<file path="src/rtl/feed_scheduler.sv">
// -----------------------------------------------------------------------------
// feed_scheduler
//
// Top-level sequencer for the pet-feeder dispense path. A feed starts on a
// manual request, a queued request, or the periodic auto-feed timer. The
// dispenser motor then runs for at most FOOD_TIME cycles. A full bowl ends the
// dispense early. An empty tank aborts it and latches an alarm until the
// operator acknowledges it. After each feed the motor stays off for
// SETTLE_TIME cycles. A saturating counter records the completed feeds.
//
// Ports
//   clock              in   1  system clock, rising edge
//   reset              in   1  asynchronous, active-low; clears all state
//   start              in   1  manual feed request (level)
//   auto_en            in   1  enables the periodic auto-feed timer
//   full_bowl_sensor   in   1  bowl full: ends a dispense, blocks a new one
//   empty_tank_sensor  in   1  tank empty: aborts a dispense, raises the alarm
//   ack_alarm          in   1  operator acknowledge (honoured only if tank refilled)
//   motor_on           out  1  dispenser motor drive
//   busy               out  1  high in DISPENSE or SETTLE
//   alarm              out  1  high in ALARM
//   pending            out  1  one manual request is queued
//   last_dispense      out  8  motor-on cycles of the most recent feed
//   feeds_done         out  8  completed feeds, saturating at 255
//   state_out          out  3  IDLE=0, DISPENSE=1, SETTLE=2, ALARM=3
// -----------------------------------------------------------------------------
module feed_scheduler #(
    parameter int FOOD_TIME   = 10,
    parameter int SETTLE_TIME = 4,
    parameter int INTERVAL    = 50
) (
    input  logic       clock,
    input  logic       reset,
    input  logic       start,
    input  logic       auto_en,
    input  logic       full_bowl_sensor,
    input  logic       empty_tank_sensor,
    input  logic       ack_alarm,
    output logic       motor_on,
    output logic       busy,
    output logic       alarm,
    output logic       pending,
    output logic [7:0] last_dispense,
    output logic [7:0] feeds_done,
    output logic [2:0] state_out
);

    typedef enum logic [2:0] {
        IDLE     = 3'd0,
        DISPENSE = 3'd1,
        SETTLE   = 3'd2,
        ALARM    = 3'd3
    } state_t;

    localparam logic [7:0]  DISP_LAST    = 8'(FOOD_TIME);
    localparam logic [7:0]  SETTLE_LAST  = 8'(SETTLE_TIME);
    localparam logic [15:0] TIMER_RELOAD = 16'(INTERVAL - 1);

    state_t      state_q, state_d;
    logic [15:0] timer_q, timer_d;
    logic [7:0]  disp_cnt_q, disp_cnt_d;
    logic [7:0]  settle_cnt_q, settle_cnt_d;
    logic        pending_d;
    logic [7:0]  last_d;
    logic [7:0]  feeds_d;

    logic feed_trigger;

    // Auto-feed fires once the interval timer has run down to zero.
    assign feed_trigger = start | pending | (auto_en && timer_q == 16'd0);

    // Next-state and next-value logic for every register.
    always_comb begin
        // NOTE: every target gets a default first so no path can infer a latch.
        state_d      = state_q;
        timer_d      = timer_q;
        disp_cnt_d   = disp_cnt_q;
        settle_cnt_d = settle_cnt_q;
        pending_d    = pending;
        last_d       = last_dispense;
        feeds_d      = feeds_done;

        unique case (state_q)
            IDLE: begin
                if (empty_tank_sensor) begin
                    state_d   = ALARM;
                    pending_d = 1'b0;
                end else if (full_bowl_sensor) begin
                    // Feeding is blocked; a request is queued, the timer
                    // keeps running but parks at zero once expired.
                    pending_d = pending | start;
                    if (auto_en && timer_q != 16'd0)
                        timer_d = timer_q - 16'd1;
                end else if (feed_trigger) begin
                    state_d    = DISPENSE;
                    timer_d    = TIMER_RELOAD;
                    pending_d  = 1'b0;
                    disp_cnt_d = 8'd1;
                end else if (auto_en) begin
                    // timer_q is non-zero here, otherwise feed_trigger fired.
                    timer_d = timer_q - 16'd1;
                end
            end

            DISPENSE: begin
                pending_d = pending | start;
                if (empty_tank_sensor) begin
                    state_d   = ALARM;
                    last_d    = disp_cnt_q;
                    pending_d = 1'b0;
                end else if (full_bowl_sensor || disp_cnt_q == DISP_LAST) begin
                    state_d      = SETTLE;
                    last_d       = disp_cnt_q;
                    settle_cnt_d = 8'd1;
                    if (feeds_done != 8'hFF)
                        feeds_d = feeds_done + 8'd1;
                end else begin
                    disp_cnt_d = disp_cnt_q + 8'd1;
                end
            end

            SETTLE: begin
                pending_d = pending | start;
                if (empty_tank_sensor) begin
                    state_d   = ALARM;
                    pending_d = 1'b0;
                end else if (settle_cnt_q == SETTLE_LAST) begin
                    state_d = IDLE;
                end else begin
                    settle_cnt_d = settle_cnt_q + 8'd1;
                end
            end

            ALARM: begin
                // Acknowledge is only honoured on a cycle where the tank is
                // already refilled; an early ack is simply dropped.
                pending_d = 1'b0;
                if (ack_alarm && !empty_tank_sensor) begin
                    state_d = IDLE;
                    timer_d = TIMER_RELOAD;
                end
            end

            default: begin
                state_d   = IDLE;
                pending_d = 1'b0;
            end
        endcase
    end

    // State and datapath registers; the status outputs are registered from
    // the next state so they line up with state_out.
    always_ff @(posedge clock or negedge reset) begin
        if (!reset) begin
            state_q       <= IDLE;
            timer_q       <= TIMER_RELOAD;
            disp_cnt_q    <= 8'd0;
            settle_cnt_q  <= 8'd0;
            pending       <= 1'b0;
            last_dispense <= 8'd0;
            feeds_done    <= 8'd0;
            motor_on      <= 1'b0;
            busy          <= 1'b0;
            alarm         <= 1'b0;
        end else begin
            // NOTE: sequential state uses non-blocking assignments so every
            // register samples pre-edge values regardless of statement order.
            state_q       <= state_d;
            timer_q       <= timer_d;
            disp_cnt_q    <= disp_cnt_d;
            settle_cnt_q  <= settle_cnt_d;
            pending       <= pending_d;
            last_dispense <= last_d;
            feeds_done    <= feeds_d;
            motor_on      <= (state_d == DISPENSE);
            busy          <= (state_d == DISPENSE) || (state_d == SETTLE);
            alarm         <= (state_d == ALARM);
        end
    end

    assign state_out = state_q;

endmodule

</file>
<file path="config.mk">
export PLATFORM = sky130hd
export DESIGN_NAME = feed_scheduler
export DESIGN_NICKNAME = d
export VERILOG_FILES = /design/src/rtl/feed_scheduler.sv
export SDC_FILE = /design/constraint.sdc
export NUM_CORES = 1
export LEC_CHECK = 0
export ABC_AREA = 1
export BUFFER_PORTS_ARGS = -buffer_cell sky130_fd_sc_hd__buf_2
export CORE_MARGIN = 2
export CORE_UTILIZATION = 55
export CTS_BUF_LIST = sky130_fd_sc_hd__clkbuf_16
export DETAILED_ROUTE_END_ITERATION = 10
export HOLD_SLACK_MARGIN = 0.08
export PLACE_DENSITY = 0.75
export RECOVER_POWER = 25
export SYNTH_ARGS = -nofsm -noshare
export SYNTH_HDL_FRONTEND = slang
export SYNTH_SLANG_ARGS = --single-unit
</file>
<file path="constraint.sdc">
create_clock -name clock -period 2.2 [get_ports clock]
set_input_delay 0.33 -clock clock [delete_from_list [all_inputs] [get_ports clock]]
set_output_delay 0.33 -clock clock [all_outputs]
set_load 0.005 [all_outputs]
</file>
# Word level (Yosys, flattened, before mapping)
# Index checks and enable logic that the tools add are counted.
# W data, S select, Z words.
[op_classes]
reduce_logical = 19
n_eq_ne = 21
muxes = 34
addsub = 4
bitwise = 3
[ops]
columns = ["operator", "n"]
rows = [
  ["$mux W16", 6],
  ["$mux W8", 11],
  ["$pmux W16 S2", 1],
  ["$pmux W8 S2", 2],
  ["$add A8 B1 Y8 const B", 3],
  ["$mux W3", 8],
  ["$ne A2 B2 Y1 const B", 9],
  ["$logic_not A16 Y1", 1],
  ["$reduce_bool A16 Y1", 1],
  ["$sub A16 B1 Y16 const B", 1],
  ["$eq A3 B2 Y1 const B", 4],
  ["$pmux W3 S4", 1],
  ["$reduce_and A5 Y1", 2],
  ["$eq A8 B3 Y1 const B", 1],
  ["$eq A8 B4 Y1 const B", 1],
  ["$ne A4 B4 Y1 const B", 2],
  ["$ne A8 B8 Y1 const B", 1],
  ["$reduce_bool A2 Y1", 4],
  ["$eq A3 B1 Y1 const B", 2],
  ["$reduce_and A6 Y1", 1],
  ["$mux W1", 4],
  ["$reduce_and A4 Y1", 1],
  ["$logic_and A1 B1 Y1", 3],
  ["$logic_not A3 Y1", 1],
  ["other kinds (8)", 10],
]
[totals]
regBits = 55
wordCells = 91
inputBits = 7
output_inout_bits = 23

# Depth between registers and ports, before layout
[logic_depth]
depth_word = 9
depth_mapped = 12
ltp_nobuf = 11

# Worst setup path before layout
# No wires, ideal clock.
[synth_timing]
path_kind = "register -> register"
startpoint = "register timer_q[0]"
endpoint = "register timer_q[11]"
t_arrival_ps = 1514
path_buffers = 1
path_stages_with_launch = 11
synth_period_minus_slack_ps = 1590
slack_ps = 610
t_required_ps = 2124
setup_ps = 76
cell_sequence = "dfstp_2 -> inv_1 -> ha_1 -> nand2_1 -> nor2_1 -> nand3_1 -> nand2_1 -> buf_4 -> a21oi_1 -> nand2_1 -> o21ai_1"
[synth_via]
elab_chain_cells = 7
word_cells_on_any_way = 15
[synth_rtl]
columns = ["item", "line_no", "source"]
rows = [
  ["from (decl)", "60", "logic [15:0] timer_q, timer_d;"],
  ["from (signal assigned)", "169", "timer_q <= timer_d;"],
  ["parallel branches: the longest is 7 deep, another holds $sub A16 B1 Y16", "n/a", ""],
]
# Several ways; the timed one is not identified. The select of a mux whose other input is x is not followed.
# A chain may end at the register's enable or synchronous reset.

# Worst setup path after layout
[layout_timing]
startpoint = "register timer_q[0]"
endpoint = "register timer_q[1]"
# The elaborated chain is that of the path after synthesis.

==> results_tabular.tex <==
\begin{tabular}{lr}
\hline
Metric & Value \\
\hline
\multicolumn{2}{l}{\textbf{Status}} \\
\quad Run status & finished, final reports clean \\
\multicolumn{2}{l}{\textbf{Worst setup path}} \\
\quad Flop-to-flop setup slack & 0.33 ns \\
\quad Cells on worst reg2reg path & 11 \\
\quad Req. time, crit path & 2.44 ns \\
\quad Critical-path maximum fanout & 15 \\
\quad Setup Crit Path Kind & flop to flop \\
\quad Setup crit start kind & flop \\
\quad Launching point of the worst reg2reg path & timer\_q[0]\$\_DFFE\_PN1P\_ \\
\quad Critical Path AT & 2.11 ns \\
\quad RR Endpoint & timer\_q[1]\$\_DFFE\_PN0P\_ \\
\quad Critical path endpoint category & flop \\
\multicolumn{2}{l}{\textbf{Hold path}} \\
\quad HP Class & primary input to flop \\
\quad Worst Hold Launch & empty\_tank\_sensor \\
\quad Hold Path Stages & 2 \\
\quad Worst hold endpoint & pending\$\_DFFE\_PN0P\_ \\
\multicolumn{2}{l}{\textbf{Pwr}} \\
\quad P per Cell Area & 1150 nW/µm² \\
\quad Worst vdd rail ir drop & 0.000497 V \\
\quad Internal power consumption & 2.47 mW \\
\quad Leakage power of the design & 1.82 nW \\
\quad Clock network fraction of total power & 21.7\% \\
\quad Net switching power of the design & 1.71 mW \\
\quad Reg power frac & 37.9\% \\
\quad Share of total power consumed by net switching & 40.9\% \\
\quad Logic pwr share & 40.4\% \\
\multicolumn{2}{l}{\textbf{Place}} \\
\quad Final HPWL from detailed placement & 4830 µm \\
\quad GP Congestion & 0.819 \\
\quad Post-Place Cells & 541 \\
\quad Post-placement setup slack & 0.345 ns \\
\quad Total cell area at the placement stage & 3480 µm² \\
\quad Port buffer count & 29 \\
\multicolumn{2}{l}{\textbf{Clock network}} \\
\quad Resized Gates After CTS & 0 \\
\quad Clock sink count & 55 \\
\quad Clock tree root buffer cell & sky130\_fd\_sc\_hd\_\_clkbuf\_16 \\
\quad Skew-Pair Late Insertion Delay & 0.29 ns \\
\quad Post-CTS setup repair buffer count & 0 \\
\quad Level count of the clock H-tree & 2 \\
\quad Clock buffer count from CTS & 5 \\
\quad Maximum clock insertion buffer count & 2 \\
\quad CTS tree & done \\
\quad Clock-pin slew reported for the worst setup and hold paths after clock tree synthesis & 0.07 ns \\
\quad \# hold bufs at CTS & 1 \\
\multicolumn{2}{l}{\textbf{Finish}} \\
\quad Finished Layout Cells & 550 \\
\quad Count of inserted antenna diode cells & 0 \\
\quad Final standard cell area without fillers & 3650 µm² \\
\quad Filler cell count in the final layout & 515 \\
\quad Post-synthesis to final-layout area growth & 12.3\% \\
\quad Final nets & 491 \\
\quad Commonest non-fill, non-tap cells in the layout & sky130\_fd\_sc\_hd\_\_nand2\_1 (147), sky130\_fd\_sc\_hd\_\_dfrtp\_1 (52), sky130\_fd\_sc\_hd\_\_nor2\_1 (51) \\
\quad Most common cell after layout, fill and taps aside & sky130\_fd\_sc\_hd\_\_nand2\_1 \\
\quad Fraction of layout instances using a drive strength above 1 & 13.2\% \\
\multicolumn{2}{l}{\textbf{Timing}} \\
\quad Final worst slack & 0.326 ns \\
\quad Portion of the clock cycle consumed by the worst path in the final layout & 85.2\% \\
\quad Final setup skew & 0.00639 ns \\
\quad Final setup TNS & 0 ns \\
\quad Fmax & 0.534 GHz \\
\quad Max-slew headroom at the worst pin & 11.2\% \\
\quad Slew @ Worst Pin & 1.33 ns \\
\quad Setup repair after global routing missed its margin & false \\
\quad Final setup violation count & 0 \\
\quad Post-layout minimum cycle time & 1.87 ns \\
\quad Number of pins with negative max-slew slack in the final report & 0 \\
\quad Final hold violation count & 0 \\
\multicolumn{2}{l}{\textbf{Global route}} \\
\quad Combined global-route utilization of all metal layers & 23.0\% \\
\quad Global route total overflow & 0 \\
\quad Antenna violations before repair & 0 \\
\quad Number of global-route vias before repair & 2728 \\
\quad Global-route wire length before repair & 11900 µm \\
\quad Pin count of the biggest net entering global routing & 56 \\
\multicolumn{2}{l}{\textbf{Route}} \\
\quad Initial drt markers & 155 \\
\quad Wirelength per Cell & 12.5 µm \\
\quad 1st-pass router iterations & 4 \\
\quad Total via count after detailed routing & 2860 \\
\quad Overall routed net length & 6880 µm \\
\quad Antenna violation net count after detailed routing & 0 \\
\quad Via density per instance & 5.20 \\
\quad Residual DRC count & 0 \\
\multicolumn{2}{l}{\textbf{Yosys}} \\
\quad Gate count after technology mapping & 444 \\
\quad Simple-Gate Fraction of Synth Area & 33.7\% \\
\quad Part of the Yosys area used for sequential elements & 42.5\% \\
\quad Library cell occupying the most area in the post-synthesis netlist & sky130\_fd\_sc\_hd\_\_dfrtp\_1 \\
\quad Syn\_nets & 458 \\
\quad Main combinational cell family by area after synthesis & simple AND/OR/NAND/NOR gates \\
\quad Post-synthesis cell area & 3250 µm² \\
\quad Yosys synthesis warning count & 0 \\
\quad Post-synthesis share of cell area spent on xor and xnor gates & 5.93\% \\
\quad Largest cells by area after synthesis & sky130\_fd\_sc\_hd\_\_dfrtp\_1 (40\%), sky130\_fd\_sc\_hd\_\_nand2\_1 (17\%), sky130\_fd\_sc\_hd\_\_nor2\_1 (5.9\%) \\
\quad Fraction of synthesized cell area taken by the top area cell type & 40.1\% \\
\quad Flip-flop and latch count after synthesis & 55 \\
\quad Number of distinct library cell variants in the gate-level netlist after synthesis & 33 \\
\quad Adder and majority gate portion of the synthesized area & 2.70\% \\
\quad Average instance area after synthesis & 7.31 µm² \\
\quad Share of cell area taken by muxes after synthesis & 0\% \\
\quad Synthesized-area fraction occupied by ao, oa, aoi and oai cells & 8.17\% \\
\multicolumn{2}{l}{\textbf{Run}} \\
\quad Max cap viols & 0 \\
\multicolumn{2}{l}{\textbf{Floorplan}} \\
\quad Effective utilization at floorplan & 57.9\% \\
\quad Die height & 80.8 µm \\
\quad IO Count & 30 \\
\quad Floorplan die width & 80.8 µm \\
\quad Number of rows created at floorplan & 27 \\
\quad Area of the placeable core & 5610 µm² \\
\quad Floorplan die area & 6530 µm² \\
\hline
\end{tabular}
## worst max-delay path by stage
stage	start	to	slack, ns	depth (start not counted)
after global placement	timer_q[0]$_DFFE_PN1P_	alarm$_DFF_PN0_	0.39	10
after global routing	timer_q[0]$_DFFE_PN1P_	alarm$_DFF_PN0_	0.09	10
after detailed placement	timer_q[0]$_DFFE_PN1P_	alarm$_DFF_PN0_	0.34	10
after floorplan	timer_q[0]$_DFFE_PN1P_	timer_q[11]$_DFFE_PN0P_	0.61	10
after CTS	timer_q[0]$_DFFE_PN1P_	alarm$_DFF_PN0_	0.32	10
final	timer_q[0]$_DFFE_PN1P_	timer_q[1]$_DFFE_PN0P_	0.33	11
## cells by family after synthesis
logic type                 after synthesis
AOI/OAI and AO/OA                       51
and+or+nand+nor                        252
buffers and inverters                   56
DFF                                     55
adders and majority gates                7
other                                    1
xor gates and xnor gates                22
## synth_stat cells
| cell type | count |
|---|---|
| sky130_fd_sc_hd__nor3_1 | 7 |
| sky130_fd_sc_hd__ha_1 | 7 |
| sky130_fd_sc_hd__nand4_1 | 7 |
| sky130_fd_sc_hd__nor2_2 | 2 |
| sky130_fd_sc_hd__nand3b_1 | 2 |
| sky130_fd_sc_hd__nor3b_1 | 1 |
| sky130_fd_sc_hd__a21boi_1 | 1 |
| sky130_fd_sc_hd__o21ai_2 | 1 |
| sky130_fd_sc_hd__o21ai_1 | 15 |
| sky130_fd_sc_hd__nor2_4 | 2 |
| sky130_fd_sc_hd__o21ai_0 | 16 |
| sky130_fd_sc_hd__nor2_1 | 51 |
| sky130_fd_sc_hd__nand2_4 | 1 |
| sky130_fd_sc_hd__nand2_1 | 147 |
| sky130_fd_sc_hd__clkinv_1 | 1 |
| sky130_fd_sc_hd__nand3_1 | 26 |
| sky130_fd_sc_hd__inv_1 | 40 |
| sky130_fd_sc_hd__clkbuf_1 | 2 |
| sky130_fd_sc_hd__dfrtp_1 | 52 |
| sky130_fd_sc_hd__nor3_4 | 2 |
| sky130_fd_sc_hd__o31ai_1 | 1 |
| sky130_fd_sc_hd__nand3_2 | 1 |
| sky130_fd_sc_hd__inv_2 | 7 |
| sky130_fd_sc_hd__a21oi_1 | 16 |
| sky130_fd_sc_hd__xor2_1 | 13 |
| sky130_fd_sc_hd__o22ai_1 | 1 |
| sky130_fd_sc_hd__buf_2 | 4 |
| sky130_fd_sc_hd__buf_4 | 2 |
| sky130_fd_sc_hd__xnor2_1 | 9 |
| sky130_fd_sc_hd__nor3b_4 | 1 |
| sky130_fd_sc_hd__dfstp_2 | 3 |
| sky130_fd_sc_hd__nand2_2 | 2 |
| sky130_fd_sc_hd__conb_1 | 1 |
## worst max-delay path: stages, from the launching register on
cell,delay (ns)
sky130_fd_sc_hd__dfstp_2,0.53
sky130_fd_sc_hd__inv_1,0.08
sky130_fd_sc_hd__ha_1,0.22
sky130_fd_sc_hd__nand2_1,0.07
sky130_fd_sc_hd__nor2_1,0.04
sky130_fd_sc_hd__nand3_1,0.10
sky130_fd_sc_hd__nand2_1,0.32
sky130_fd_sc_hd__nand2_1,0.19
sky130_fd_sc_hd__nand2_1,0.09
sky130_fd_sc_hd__nor2_1,0.10
sky130_fd_sc_hd__nand2_1,0.05
sky130_fd_sc_hd__nand2_1,0.05
## power by group through the flow
| stage | Clock, mW | Combinational [mW] | Sequential (mW) |
|---|---|---|---|
| 2_1_floorplan | 0 | 1.27 | 1.56 |
| 3_5_place_dp | 0 | 1.68 | 1.59 |
| 3_3_place_gp | 0 | 1.65 | 1.59 |
| 5_1_grt | 0.963 | 1.97 | 1.64 |
| 6_report | 0.910 | 1.69 | 1.58 |
| 4_1_cts | 0.923 | 1.71 | 1.58 |
## registers in the layout, indices dropped and copies added, names as in the netlist
| register | cells |
|---|---|
| alarm | 1 |
| busy | 1 |
| disp_cnt_q | 8 |
| feeds_done | 8 |
| last_dispense | 8 |
| motor_on | 1 |
| pending | 1 |
| settle_cnt_q | 8 |
| state_out | 3 |
| timer_q | 16 |
## metrics by stage
stage | hold slack (ns) | utilization (%) | total power [mW]
after detailed placement | 0.351 | 62.1 | 3.28
after CTS | 0.370 | 65.3 | 4.21
after floorplan | 0.0344 | - | 2.83
final | 0.374 | 65.0 | 4.19
after global placement | 0.347 | 62.1 | 3.23
after global routing | 0.383 | 65.0 | 4.56
## metal layers
layer  up-vias  global-route usage (%)  wire length [µm]
li1       1464                       -                 -
met1      1320                    29.9              3200
met2        65                    38.3              3290
met3        11                    4.44               289
met4         0                    8.14                98
met5         -                       0                 0
## area by class of cell
| type | count | area (µm²) | share of cell area (%) |
|---|---|---|---|
| Multi-Input combinational cell | 333 | 1640 | 45.1 |
| Tap cell | 72 | 90.1 | 2.47 |
| Clock inverter | 3 | 43.8 | 1.20 |
| Sequential cell | 55 | 1380 | 37.9 |
| Inverter | 48 | 180 | 4.94 |
| Timing Repair Buffer | 34 | 183 | 5.01 |
| Clock buffer | 5 | 125 | 3.43 |
(Power assumes the default switching activity.)
